## src/rtl/mem_arb_pkg.sv

```systemverilog
`timescale 1ns/1ps
`default_nettype none
// +---------------------------------------------------------------------------+
// | Module  : mem_arb_pkg                                                     |
// | Purpose : owner encoding and shared widths for the RAM arbiter slice      |
// | Rev     : 1.0                                                             |
// +---------------------------------------------------------------------------+
package mem_arb_pkg;

    typedef enum logic [1:0] {
        OWN_NONE  = 2'd0,
        OWN_FETCH = 2'd1,
        OWN_DATA  = 2'd2,
        OWN_HOST  = 2'd3
    } owner_t;

    localparam int DEF_AW       = 8;
    localparam int DEF_DW       = 8;
    localparam int STARVE_CNT_W = 3;

endpackage
`default_nettype wire

```

## src/rtl/mem_arb_tagpipe.sv

```systemverilog
`timescale 1ns/1ps
`default_nettype none
// +---------------------------------------------------------------------------+
// | Module  : mem_arb_tagpipe                                                 |
// | Purpose : owner-tag shift register; last stage decodes per-port rvalid    |
// | Rev     : 1.0   (host output present with MEM_ARBITER_HOST_EN)            |
// +---------------------------------------------------------------------------+
module mem_arb_tagpipe
    import mem_arb_pkg::*;
#(
    parameter int DEPTH = 2
)(
    input  logic   clk,
    input  logic   rst,
    input  owner_t tag_in,
    output logic   f_rvalid,
    output logic   d_rvalid,
`ifdef MEM_ARBITER_HOST_EN
    output logic   h_rvalid,
`endif
    output logic   busy
);

    owner_t pipe [DEPTH];

    always_ff @(posedge clk or negedge rst) begin
        if (!rst) begin
            for (int i = 0; i < DEPTH; i++) pipe[i] <= OWN_NONE;
        end else begin
            pipe[0] <= tag_in;
            for (int i = 1; i < DEPTH; i++) pipe[i] <= pipe[i-1];
        end
    end

    assign f_rvalid = (pipe[DEPTH-1] == OWN_FETCH);
    assign d_rvalid = (pipe[DEPTH-1] == OWN_DATA);
`ifdef MEM_ARBITER_HOST_EN
    assign h_rvalid = (pipe[DEPTH-1] == OWN_HOST);
`endif

    always_comb begin
        busy = 1'b0;
        for (int i = 0; i < DEPTH; i++) busy = busy | (pipe[i] != OWN_NONE);
    end

endmodule
`default_nettype wire

```

## src/rtl/mem_arbiter.sv

```systemverilog
`timescale 1ns/1ps
`default_nettype none
// +---------------------------------------------------------------------------+
// | Module  : mem_arbiter                                                     |
// | Purpose : host > data > fetch RAM arbiter with fetch anti-starvation;     |
// |           optional host port enabled by MEM_ARBITER_HOST_EN               |
// | Rev     : 1.0                                                             |
// +---------------------------------------------------------------------------+
module mem_arbiter
    import mem_arb_pkg::*;
#(
    parameter int AW         = DEF_AW,
    parameter int DW         = DEF_DW,
    parameter int RD_LAT     = 1,
    parameter int STARVE_MAX = 4
)(
    input  logic          clk,
    input  logic          rst,
    input  logic          f_req,
    input  logic [AW-1:0] f_addr,
    output logic          f_gnt,
    output logic          f_rvalid,
    output logic [DW-1:0] f_rdata,
    input  logic          d_req,
    input  logic          d_we,
    input  logic [AW-1:0] d_addr,
    input  logic [DW-1:0] d_wdata,
    output logic          d_gnt,
    output logic          d_rvalid,
    output logic [DW-1:0] d_rdata,
`ifdef MEM_ARBITER_HOST_EN
    input  logic          h_req,
    input  logic          h_we,
    input  logic [AW-1:0] h_addr,
    input  logic [DW-1:0] h_wdata,
    output logic          h_gnt,
    output logic          h_rvalid,
    output logic [DW-1:0] h_rdata,
`endif
    output logic [AW-1:0] ram_addr,
    output logic [DW-1:0] ram_data,
    output logic          ram_rden,
    output logic          ram_wren,
    input  logic [DW-1:0] ram_q,
    output logic          busy
);

    logic                    host_req;
    logic                    host_we;
    logic [AW-1:0]           host_addr;
    logic [DW-1:0]           host_wdata;
    logic [STARVE_CNT_W-1:0] starve_cnt;
    logic                    starved;
    owner_t                  win;
    owner_t                  tag_in;
    logic                    sel_we;
    logic [AW-1:0]           sel_addr;
    logic [DW-1:0]           sel_wdata;
    logic                    pipe_busy;

`ifdef MEM_ARBITER_HOST_EN
    assign host_req   = h_req;
    assign host_we    = h_we;
    assign host_addr  = h_addr;
    assign host_wdata = h_wdata;
`else
    assign host_req   = 1'b0;
    assign host_we    = 1'b0;
    assign host_addr  = '0;
    assign host_wdata = '0;
`endif

    assign starved = (starve_cnt == STARVE_CNT_W'(STARVE_MAX));

    // Grants are combinational and forced low while reset is asserted.
    always_comb begin
        win = OWN_NONE;
        if (host_req)                         win = OWN_HOST;
        else if (f_req && (starved || !d_req)) win = OWN_FETCH;
        else if (d_req)                       win = OWN_DATA;
        if (!rst) win = OWN_NONE;
    end

    always_comb begin
        sel_we    = 1'b0;
        sel_addr  = '0;
        sel_wdata = '0;
        case (win)
            OWN_FETCH: sel_addr = f_addr;
            OWN_DATA: begin
                sel_we    = d_we;
                sel_addr  = d_addr;
                sel_wdata = d_wdata;
            end
            OWN_HOST: begin
                sel_we    = host_we;
                sel_addr  = host_addr;
                sel_wdata = host_wdata;
            end
            default: ;
        endcase
    end

    assign f_gnt  = (win == OWN_FETCH);
    assign d_gnt  = (win == OWN_DATA);
    assign tag_in = (win != OWN_NONE && !sel_we) ? win : OWN_NONE;

    always_ff @(posedge clk or negedge rst) begin
        if (!rst) begin
            ram_addr   <= '0;
            ram_data   <= '0;
            ram_rden   <= 1'b0;
            ram_wren   <= 1'b0;
            starve_cnt <= '0;
        end else begin
            ram_rden <= 1'b0;
            ram_wren <= 1'b0;
            if (win != OWN_NONE) begin
                ram_addr <= sel_addr;
                ram_data <= sel_wdata;
                ram_rden <= !sel_we;
                ram_wren <= sel_we;
            end
            // Saturating at the threshold keeps fetch promoted until it is served.
            if (f_req && !f_gnt) begin
                if (!starved) starve_cnt <= starve_cnt + 1'b1;
            end else begin
                starve_cnt <= '0;
            end
        end
    end

    mem_arb_tagpipe #(
        .DEPTH (RD_LAT + 1)
    ) u_tagpipe (
        .clk      (clk),
        .rst      (rst),
        .tag_in   (tag_in),
        .f_rvalid (f_rvalid),
        .d_rvalid (d_rvalid),
`ifdef MEM_ARBITER_HOST_EN
        .h_rvalid (h_rvalid),
`endif
        .busy     (pipe_busy)
    );

    assign f_rdata = ram_q;
    assign d_rdata = ram_q;
`ifdef MEM_ARBITER_HOST_EN
    assign h_gnt   = (win == OWN_HOST);
    assign h_rdata = ram_q;
`endif

    assign busy = ram_rden | ram_wren | pipe_busy;

endmodule
`default_nettype wire

```

## config.mk

```make
export PLATFORM = sky130hd
export DESIGN_NAME = mem_arbiter
export DESIGN_NICKNAME = d
export VERILOG_FILES = /design/src/rtl/mem_arb_pkg.sv /design/src/rtl/mem_arb_tagpipe.sv /design/src/rtl/mem_arbiter.sv
export SDC_FILE = /design/constraint.sdc
export NUM_CORES = 1
export LEC_CHECK = 0
export BUFFER_PORTS_ARGS = -buffer_cell sky130_fd_sc_hd__buf_2
export CAP_MARGIN = 10
export CORE_UTILIZATION = 42
export DETAILED_ROUTE_END_ITERATION = 10
export PLACE_DENSITY_LB_ADDON = 0.2
export SKIP_LAST_GASP = 1
export SLEW_MARGIN = 25
export SYNTH_ARGS = -nofsm -noshare
export SYNTH_HDL_FRONTEND = slang
export SYNTH_SLANG_ARGS = --single-unit
```

## constraint.sdc

```tcl
create_clock -name clk -period 2.2 [get_ports clk]
set_input_delay 0.22 -clock clk [delete_from_list [all_inputs] [get_ports clk]]
set_output_delay 0.22 -clock clk [all_outputs]
set_load 0.1 [all_outputs]
```

==> results.toml, run 1 <==
[worst_setup_path]
cp_num_buf_inv = 2
crit_type = "flip-flop to output port"
max_stage_delay_ns = 0.43
cp.depth = 6
required_ns = 1.98
endpoint = "f_gnt"
worstPathArrival_ns = 1.88
startpoint = "starve_cnt[0]"
start_kind = "flip-flop"
r2r_cells = 8
path_cells = "inv_1 > ha_2 > nand2_1 > a21oi_1 > ha_4 > buf_12"
rr_endpoint = "u_tagpipe.pipe[2]"
r2r_slack_ns = 0.16
crit_path_max_fanout = 10
end_kind = "output port"
crit_family = "adder cells"
cp_slowest_cell = "dfrtp_1"
reg2reg_from = "starve_cnt[0]"

[finish]
final_layout_size_suffix_gt1_share_pct = 43.23
syn_to_final_growth_pct = 21.67
fin_nets = 199
post-route-util_pct = 54.57
antenna_cells = 0

[synth]
ys_ff_latch = 25
synth_edf_count = 0
synth_top_cell_area_share_pct = 50.15
netlist_top_cells_area = "dfrtp_1 50%, buf_4 10%, ha_1 6.0%, a22o_1 5.6%, a22oi_1 4.8%"
synth_cell_type_count = 23
synthCells = 117
yosys.area.top_type = "dfrtp_1"
ys_seq_area_share_pct = 50.15
avgSynthCellArea_um2 = 10.66
synthFlopType = "dfrtp_1"
syn_area_um2 = 1247
async_flop_share_pct = 100.0
ys_warn_count = 0
yosys-top-cells-count = "25 x dfrtp_1, 17 x buf_4, 13 x nand2_1"
syn_nets = 160
synth_most_common_cell = "dfrtp_1"

[floorplanning]
fp.dieArea_um2 = 3192
die_h_um = 56.50
die_w_um = 56.50
fp.coreArea_um2 = 2781
initial_core_util_pct = 44.85
row_count = 19
ios = 76

[clocking]
cts.clk_slew.worst_paths_ns = 0.13
numCtsBuffers = 3
htree_levels = 1
clock_sinks = 25
cts-root-buf = "clkbuf_4"
cts_tree = "built"
postCtsSetupBuffers = 0
max-clock-path-buffers = 2
clock_latency_ns = 0.31

[placement]
place_congestion = 0.6921
port_buffers = 51
hpwl_mm = 1.963
post-place-ws_ns = 0.06412

[routing]
ant_nets = 0
routed_wl_mm = 2.545
drc = 0
wl_per_cell_um = 13.68
viasPerCell = 5.258
first_iter_violations = 21
dr_total_vias = 978
drt-pass1-iter-count = 4

[sta]
fin_worst_skew_ns = 0.002913
fmax_ghz = 0.4754
min_period_ns = 2.104
maxSlewHeadroom_pct = 67.53
min_period_over_period_pct = 95.62
rsz0062_at_grt = "true"
finalHoldViolCount = 0
setup_slack_ns = 0.09633
worst_pin_slew_ns = 0.4905
setup_viol = 0
drv_slew = 0

[power]
power_density_nw_per_um2 = 719.9
vdd_drop_max_mv = 0.5169
total_leakage_power_nw = 0.8046

[run]
maxCapViolations = 0

[global_routing]
grt_max_degree = 23
overflow = 0
grt_pass1_wl_mm = 4.202
antenna_found_initial = 0
track_usage_pct = 16.99
grt_pass1_vias = 940

[run_status]
status = "finished, final reports clean"

[min_path]
min_from = "d_wdata[4]"
min_path_type = "primary input to flip-flop"
-- metrics by stage --
stage          hold slack [ns]  TNS (ns)  instance area, um^2  power, mW  cells
6_report                0.1128         0                 1518      1.093    186
5_1_grt                0.09379  -0.03324                 1518      1.143    186
4_1_cts                 0.1037         0                 1498      1.097    186
3_5_place_dp           0.05765         0                 1451     0.8927    181
3_3_place_gp           0.05643         0                 1451     0.8861    181
2_1_floorplan         -0.07559         0                 1252     0.9366    117
-- registers in the layout, indices dropped and copies added, names as in the netlist --
name	flops
ram_rden	1
ram_addr	8
ram_wren	1
u_tagpipe.pipe	4
ram_data	8
starve_cnt	3
-- cell type report --
class	instances	area [um^2]
fillers	260	1264
flip-flops and latches	25	625.6
multi-input cells	68	498.0
repair buffers	55	317.8
well taps	31	38.79
clock buffers	4	26.28
inverters	3	11.26
-- placed cells by master, fill, tap and decap left out, drive strengths merged, types with 2 or more instances in the layout --
cell type	n
a22oi	8
a21oi	3
nand3	4
o21ai	8
ha	6
buf	54
nor2	3
a22o	8
clkbuf	4
nor2b	4
a21o	3
dfrtp	25
inv	3
nand2b	2
nand2	13
-- routing by layer --
layer  wire, um  share of wire [%]  GRT usage, %
met5          0                  0             0
met1       1066                 42         19.70
met3        169                6.6         2.535
met4         95                3.7         10.10
met2       1212                 48         29.41
-- worst min-delay path by stage --
stage / to / slack (ns) / cells after the start
CTS: ram_data[4] / 0.10 / 2
global route: ram_data[3] / 0.09 / 2
global placement: ram_addr[4] / 0.06 / 1
finish: ram_data[4] / 0.11 / 2
detailed placement: ram_addr[5] / 0.06 / 1
floorplan: ram_addr[0] / -0.08 / 0
-- cells by family (layout without fill, tap and decap cells) --
family,Yosys count,after routing,synth area share (%)
buffers and inverters,24,62,12.74
DFF,25,25,50.15
and+or+nand+nor,30,30,12.64
AOI/OAI and AO/OA,32,32,18.46
adders and majority gates,6,6,6.018
-- repair_timing --
action / 4_1_cts / 5_1_grt
hold buffers: 1 / 0
endpoints found under the hold margin: 3 / 0
setup endpoints to repair: 1 / 19
pin swaps: 1 / 0
gates resized for setup: 1 / 5
-- power by group --
group	switching [mW]	internal (mW)
Combinational	0.286	0.0968
Clock	0.132	0.0709
Sequential	0.0185	0.488
Note: power is estimated with default switching activity, not from simulation.
==> inputs of run 2 (changes only) <==
- SYNTH_HIERARCHICAL: unset -> 1
==> run 2 against run 1 <==
Against the previous run: sequential share of layout area did not move; cell area did not move; combinational power is essentially flat; fmax about the same; worst hold slack better by 0.019 ns; synthesized area did not move; critical path depth is the same.
==> results.toml, run 2 <==
[sta]
min_period_over_period_pct = 95.66
drv_slew = 0
finalHoldViolCount = 0
rsz0062_at_grt = "true"
finalSetupTns_ns = 0
setup_viol = 0
maxSlewHeadroom_pct = 67.65
fin_worst_skew_ns = 0.005423
holdWs_ns = 0.1318
worst_pin_slew_ns = 0.4886
min_period_ns = 2.105
fmax_ghz = 0.4752

[clocking]
cts.clk_slew.worst_paths_ns = 0.12
cts-root-buf = "clkbuf_4"
clock_latency_ns = 0.30
htree_levels = 1
max-clock-path-buffers = 2
numCtsBuffers = 3
cts_tree = "built"
clock_sinks = 25

[power]
power_density_nw_per_um2 = 707.2
vdd_drop_max_mv = 0.4777
pwr-share-clk_pct = 17.4
sw_frac_of_total_pct = 39.29
power_frac_seq_pct = 47.2
netSwitchingPower_mw = 0.4217
pwr-share-comb_pct = 35.4
internal_power_mw = 0.6517
total_leakage_power_nw = 0.8085

[finish]
final_common_cell = "buf_2"
reg_top3 = "ram_addr x8, ram_data x8, u_tagpipe/pipe x4"
post-route-util_pct = 54.57
fin_cells = 185
fin_nets = 198
nFillCells = 254
antenna_cells = 0
final_layout_size_suffix_gt1_share_pct = 43.51
syn_to_final_growth_pct = 21.67
mostFrequentLayoutCells = "49 x buf_2, 25 x dfrtp_1, 12 x nand2_1"

[routing]
routed_wl_mm = 2.351
ant_nets = 0
viasPerCell = 5.092
drc = 0
first_iter_violations = 26
drt-pass1-iter-count = 4
wl_per_cell_um = 12.71
dr_total_vias = 942

[placement]
place_congestion = 0.6747
placed_cells = 180
hpwl_mm = 1.863
port_buffers = 51

[floorplanning]
ios = 76
fp.dieArea_um2 = 3192
die_w_um = 56.50
row_count = 19
die_h_um = 56.50
fp.coreArea_um2 = 2781
initial_core_util_pct = 44.85

[synth]
yosys.area.top_type = "dfrtp_1"
synthFlopType = "dfrtp_1"
avgSynthCellArea_um2 = 10.75
synth_most_common_cell = "dfrtp_1"
netlist_top_cells_area = "dfrtp_1 50%, buf_4 10%, ha_1 6.0%, a22o_1 5.6%, a22oi_1 4.8%"
yosys-top-cells-count = "25 x dfrtp_1, 17 x buf_4, 12 x nand2_1"
syn_area_um2 = 1247
synth_edf_count = 0
ys_ff_latch = 25
ys_warn_count = 6
synthCells = 116
synth_cell_type_count = 24
syn_nets = 159
ys_seq_area_share_pct = 50.15
synth_top_cell_area_share_pct = 50.15
async_flop_share_pct = 100.0

[run_status]
status = "finished, final reports clean"

[global_routing]
grt_max_degree = 16
grt_pass1_wl_mm = 3.829
overflow = 0
antenna_found_initial = 0
grt_pass1_vias = 905
track_usage_pct = 15.34

[worst_setup_path]
end_kind = "output port"
crit_type = "primary input to output port"
worstPathArrival_ns = 1.88
required_ns = 1.98
start_kind = "primary input"
crit_path_max_fanout = 14

[run]
maxCapViolations = 0

[min_path]
min_path_type = "primary input to flip-flop"
[run 2: cell types whose count changed in the layout (fill, tap and decap cells not counted)]
cell | before | now
nand2_1 | 13 | 12
or4_1 | 0 | 1
nor4_1 | 1 | 0
nor2_1 | 3 | 2
clkinv_2 | 0 | 1
clkbuf_1 | 1 | 0
nor2b_2 | 2 | 1
a21oi_2 | 0 | 1
ha_2 | 2 | 1
ha_1 | 2 | 3
a21oi_1 | 3 | 2
or3_1 | 0 | 1
nor2b_1 | 2 | 3
[run 2: per-layer routing]
layer,vias up,wire [um],track usage [%],share of wire [%]
met5,-,0,0,0
met4,0,52,6.620,2.2
met3,12,183,2.765,7.8
met2,39,1111,25.88,47
met1,425,1004,19.11,43
li1,466,-,-,-
[run 2: critical path, stage by stage]
cell and delay (ns):
dlygate4sd3_1 0.52, buf_2 0.29, nand2_1 0.13, nor2b_1 0.28, ha_4 0.25, buf_12 0.19
[run 2: cell families after synthesis]
logic type               share of synthesized area, %
AO/OA/AOI/OAI                                   18.46
adder cells (fa/ha/maj)                         6.018
buffers and inverters                           12.74
flip-flops                                      50.15
AND/OR/NAND/NOR                                 12.64
[run 2: per-stage QoR]
| step | setup slack, ns | cell area (um^2) | power [mW] |
|---|---|---|---|
| final | 0.09547 | 1518 | 1.073 |
| after CTS | 0.002617 | 1499 | 1.085 |
| after floorplan | 0.1311 | 1252 | 0.9365 |
| after global routing | -0.05031 | 1518 | 1.132 |
| after global placement | 0.1723 | 1451 | 0.8835 |
| after detailed placement | 0.02953 | 1451 | 0.8905 |
[run 2: worst paths after layout]
path                              startpoint           endpoint  slack [ns]  depth (start not counted)
max reg2reg                    starve_cnt[0]        ram_data[0]        0.20                          7
min reg2reg                u_tagpipe/pipe[3]  u_tagpipe/pipe[1]        0.39                          0
min in group asynchronous                rst        ram_addr[3]        0.32                          2
max in group asynchronous                rst           ram_wren        1.39                          3
max                                      rst              d_gnt         0.1                          6
min                               d_wdata[6]        ram_data[6]        0.13                          2
[run 2: area by class of cell]
class	count	area [um^2]	share of cell area, %
clock buffers	3	22.52	1.484
clock inverters	1	5.005	0.3298
inverters	3	11.26	0.7420
multi-input cells	67	496.7	32.73
flip-flops and latches	25	625.6	41.22
well taps	31	38.79	2.556
repair buffers	55	317.8	20.94
[run 2: power by group through the flow]
| stage | sequential, mW | clock, mW | combinational (mW) |
|---|---|---|---|
| after floorplan | 0.668 | 0 | 0.268 |
| after global placement | 0.514 | 0 | 0.370 |
| after detailed placement | 0.516 | 0 | 0.375 |
| after CTS | 0.507 | 0.200 | 0.379 |
| after global routing | 0.510 | 0.222 | 0.399 |
| final | 0.506 | 0.187 | 0.380 |
[run 2: what timing repair did]
action | 4_1_cts | 5_1_grt
setup endpoints to repair | 1 | 10
hold endpoints to repair | 10 | 0
pin swaps | 1 | 0
resized for setup | 1 | 4
hold buffers | 1 | 0
buffers inserted | 0 | 0
==> inputs of run 3 (changes only) <==
==> constraint.sdc (replaced) <==
create_clock -name clk -period 2.06 [get_ports clk]
set_input_delay 0.206 -clock clk [delete_from_list [all_inputs] [get_ports clk]]
set_output_delay 0.206 -clock clk [all_outputs]
set_load 0.05 [all_outputs]
==> run 3 against run 2 <==
Against the previous run: non-clock buffer count is 1 higher; routed wire length is 6.4% higher; global-route usage increased by 0.32 points; first-iteration DRC count decreased by 54%; via count grew 3.9%.
==> results.toml, run 3 (synthesis results as in run 2) <==
[worst_setup_path]
cp_slowest_cell = "dfrtp_1"
start_kind = "flip-flop"
cpMostUsedCell = "nand3_1"
end_kind = "output port"
worstPathArrival_ns = 1.76
max_stage_delay_ns = 0.42
crit_path_max_fanout = 7
cp_num_buf_inv = 2
crit_family = "adder cells"
crit_type = "flip-flop to output port"
path_cells = "inv_1 > ha_2 > nand3_1 > nand3_1 > ha_1 > buf_4"
required_ns = 1.85

[run_status]
status = "finished, final reports clean"

[placement]
port_buffers = 51
post-place-ws_ns = 0.02507
place_congestion = 0.6751
hpwl_mm = 1.898
place_area_um2 = 1424

[power]
internal_power_mw = 0.6923
sw_frac_of_total_pct = 33.70
pwr-share-clk_pct = 20.5
netSwitchingPower_mw = 0.3519
pwr-share-comb_pct = 27.7
power_density_nw_per_um2 = 699.0
vdd_drop_max_mv = 0.4739
total_leakage_power_nw = 0.8167
power_frac_seq_pct = 51.8

[finish]
syn_to_final_growth_pct = 19.76
final_cell_area_um2 = 1494
regArea_um2 = 625.6
reg_top3 = "ram_addr x8, ram_data x8, u_tagpipe/pipe x4"
final_layout_size_suffix_gt1_share_pct = 43.87
nFillCells = 252
fin_nets = 199
final_common_cell = "buf_2"
multi_input_area_um2 = 490.5
mostFrequentLayoutCells = "49 x buf_2, 25 x dfrtp_1, 11 x nand2_1"
antenna_cells = 0

[clocking]
max-clock-path-buffers = 2
cts_tree = "built"
htree_levels = 1
clock_latency_ns = 0.32
cts.clk_slew.worst_paths_ns = 0.14
clock_sinks = 25
postCtsSetupBuffers = 0
cts-root-buf = "clkbuf_4"
numCtsBuffers = 3

[sta]
setup_viol = 0
maxSlewHeadroom_pct = 78.56
finalHoldViolCount = 0
drv_slew = 0
finalSetupTns_ns = 0
min_period_ns = 1.968
fin_worst_skew_ns = 0.01550
fmax_ghz = 0.5082
worst_pin_slew_ns = 0.3202
min_period_over_period_pct = 95.53
setup_slack_ns = 0.09212

[min_path]
min_path_type = "primary input to flip-flop"

[routing]
ant_nets = 0
drc = 0
routed_wl_mm = 2.502
dr_total_vias = 979
first_iter_violations = 12
viasPerCell = 5.263
drt-pass1-iter-count = 4
wl_per_cell_um = 13.45

[global_routing]
antenna_found_initial = 0
grt_max_degree = 23
overflow = 0
grt_pass1_wl_mm = 3.905
grt_pass1_vias = 909
track_usage_pct = 15.66

[floorplanning]
fp.coreArea_um2 = 2781
die_w_um = 56.50
row_count = 19
die_h_um = 56.50
initial_core_util_pct = 44.85
ios = 76
fp.dieArea_um2 = 3192

[run]
maxCapViolations = 0
==> run 3: changes by cell type in the layout (fill, tap and decap cells not counted) <==
cell and delta:
nor2b_1 -1, nand2_2 +1, nor2b_4 +1, a21oi_1 +1, ha_1 +1, nand2_1 -1, buf_12 -2, a21oi_2 -1
o21ai_1 +2, ha_4 -1, buf_4 +3, o21ai_0 -2
==> run 3: timing repair <==
| action | in CTS | in global routing |
|---|---|---|
| hold buffers | 1 | 0 |
| hold endpoints to repair | 25 | 0 |
| endpoints found under the setup margin | 1 | 18 |
| resized for setup | 4 | 8 |
| pin swaps | 0 | 1 |
==> run 3: layout make-up <==
type	count	share of cell area, %
clock inverter	1	0.3350
multi-input combinational	67	32.83
tap	31	2.596
sequential	25	41.88
inverter	3	0.7538
timing repair buffer	56	20.10
clock buffer	3	1.508
==> run 3: final timing paths <==
check	start	end	slack, ns	cells after the start
setup / recovery	starve_cnt[0]	f_gnt	0.09	6
hold / removal	d_wdata[4]	ram_data[4]	0.09	2
hold reg to reg	u_tagpipe/pipe[2]	u_tagpipe/pipe[0]	0.39	0
max in group asynchronous	rst	starve_cnt[1]	1.32	3
min in group asynchronous	rst	ram_addr[0]	0.22	2
setup reg to reg	starve_cnt[0]	ram_addr[1]	0.14	8
==> run 3: metrics by stage <==
step / instances / power [mW] / utilization, % / hold slack, ns
4_1_cts: 186 / 1.048 / 53.17 / 0.08658
5_1_grt: 186 / 1.100 / 53.71 / 0.07080
3_3_place_gp: 181 / 0.8237 / 51.19 / 0.04112
2_1_floorplan: 116 / 0.8256 / - / -0.08959
6_report: 186 / 1.044 / 53.71 / 0.08909
3_5_place_dp: 181 / 0.8307 / 51.19 / 0.03975
==> run 3: worst reg2reg max path: stages, from the launching register on <==
cell	delay, ns
dfrtp_1	0.42
inv_1	0.07
ha_2	0.23
nand2_2	0.09
a21o_1	0.22
ha_1	0.26
buf_4	0.20
nand2b_4	0.18
o21ai_0	0.17
==> run 3: metal layers <==
metal / wire length, um / share of wire (%) / global-route usage, % / vias to the layer above
li1: - / - / - / 471
met1: 1054 / 42 / 18.30 / 448
met2: 1206 / 48 / 27.06 / 45
met3: 172 / 6.9 / 3.226 / 15
met4: 68 / 2.7 / 7.666 / 0
met5: 0 / 0 / 0 / -
==> run 3: power groups by stage <==
stage	clock network (mW)	registers, mW	logic (mW)
after floorplan	0	0.628	0.198
after global placement	0	0.549	0.275
after detailed placement	0	0.550	0.280
after CTS	0.221	0.541	0.286
after global routing	0.243	0.545	0.311
final	0.214	0.541	0.289
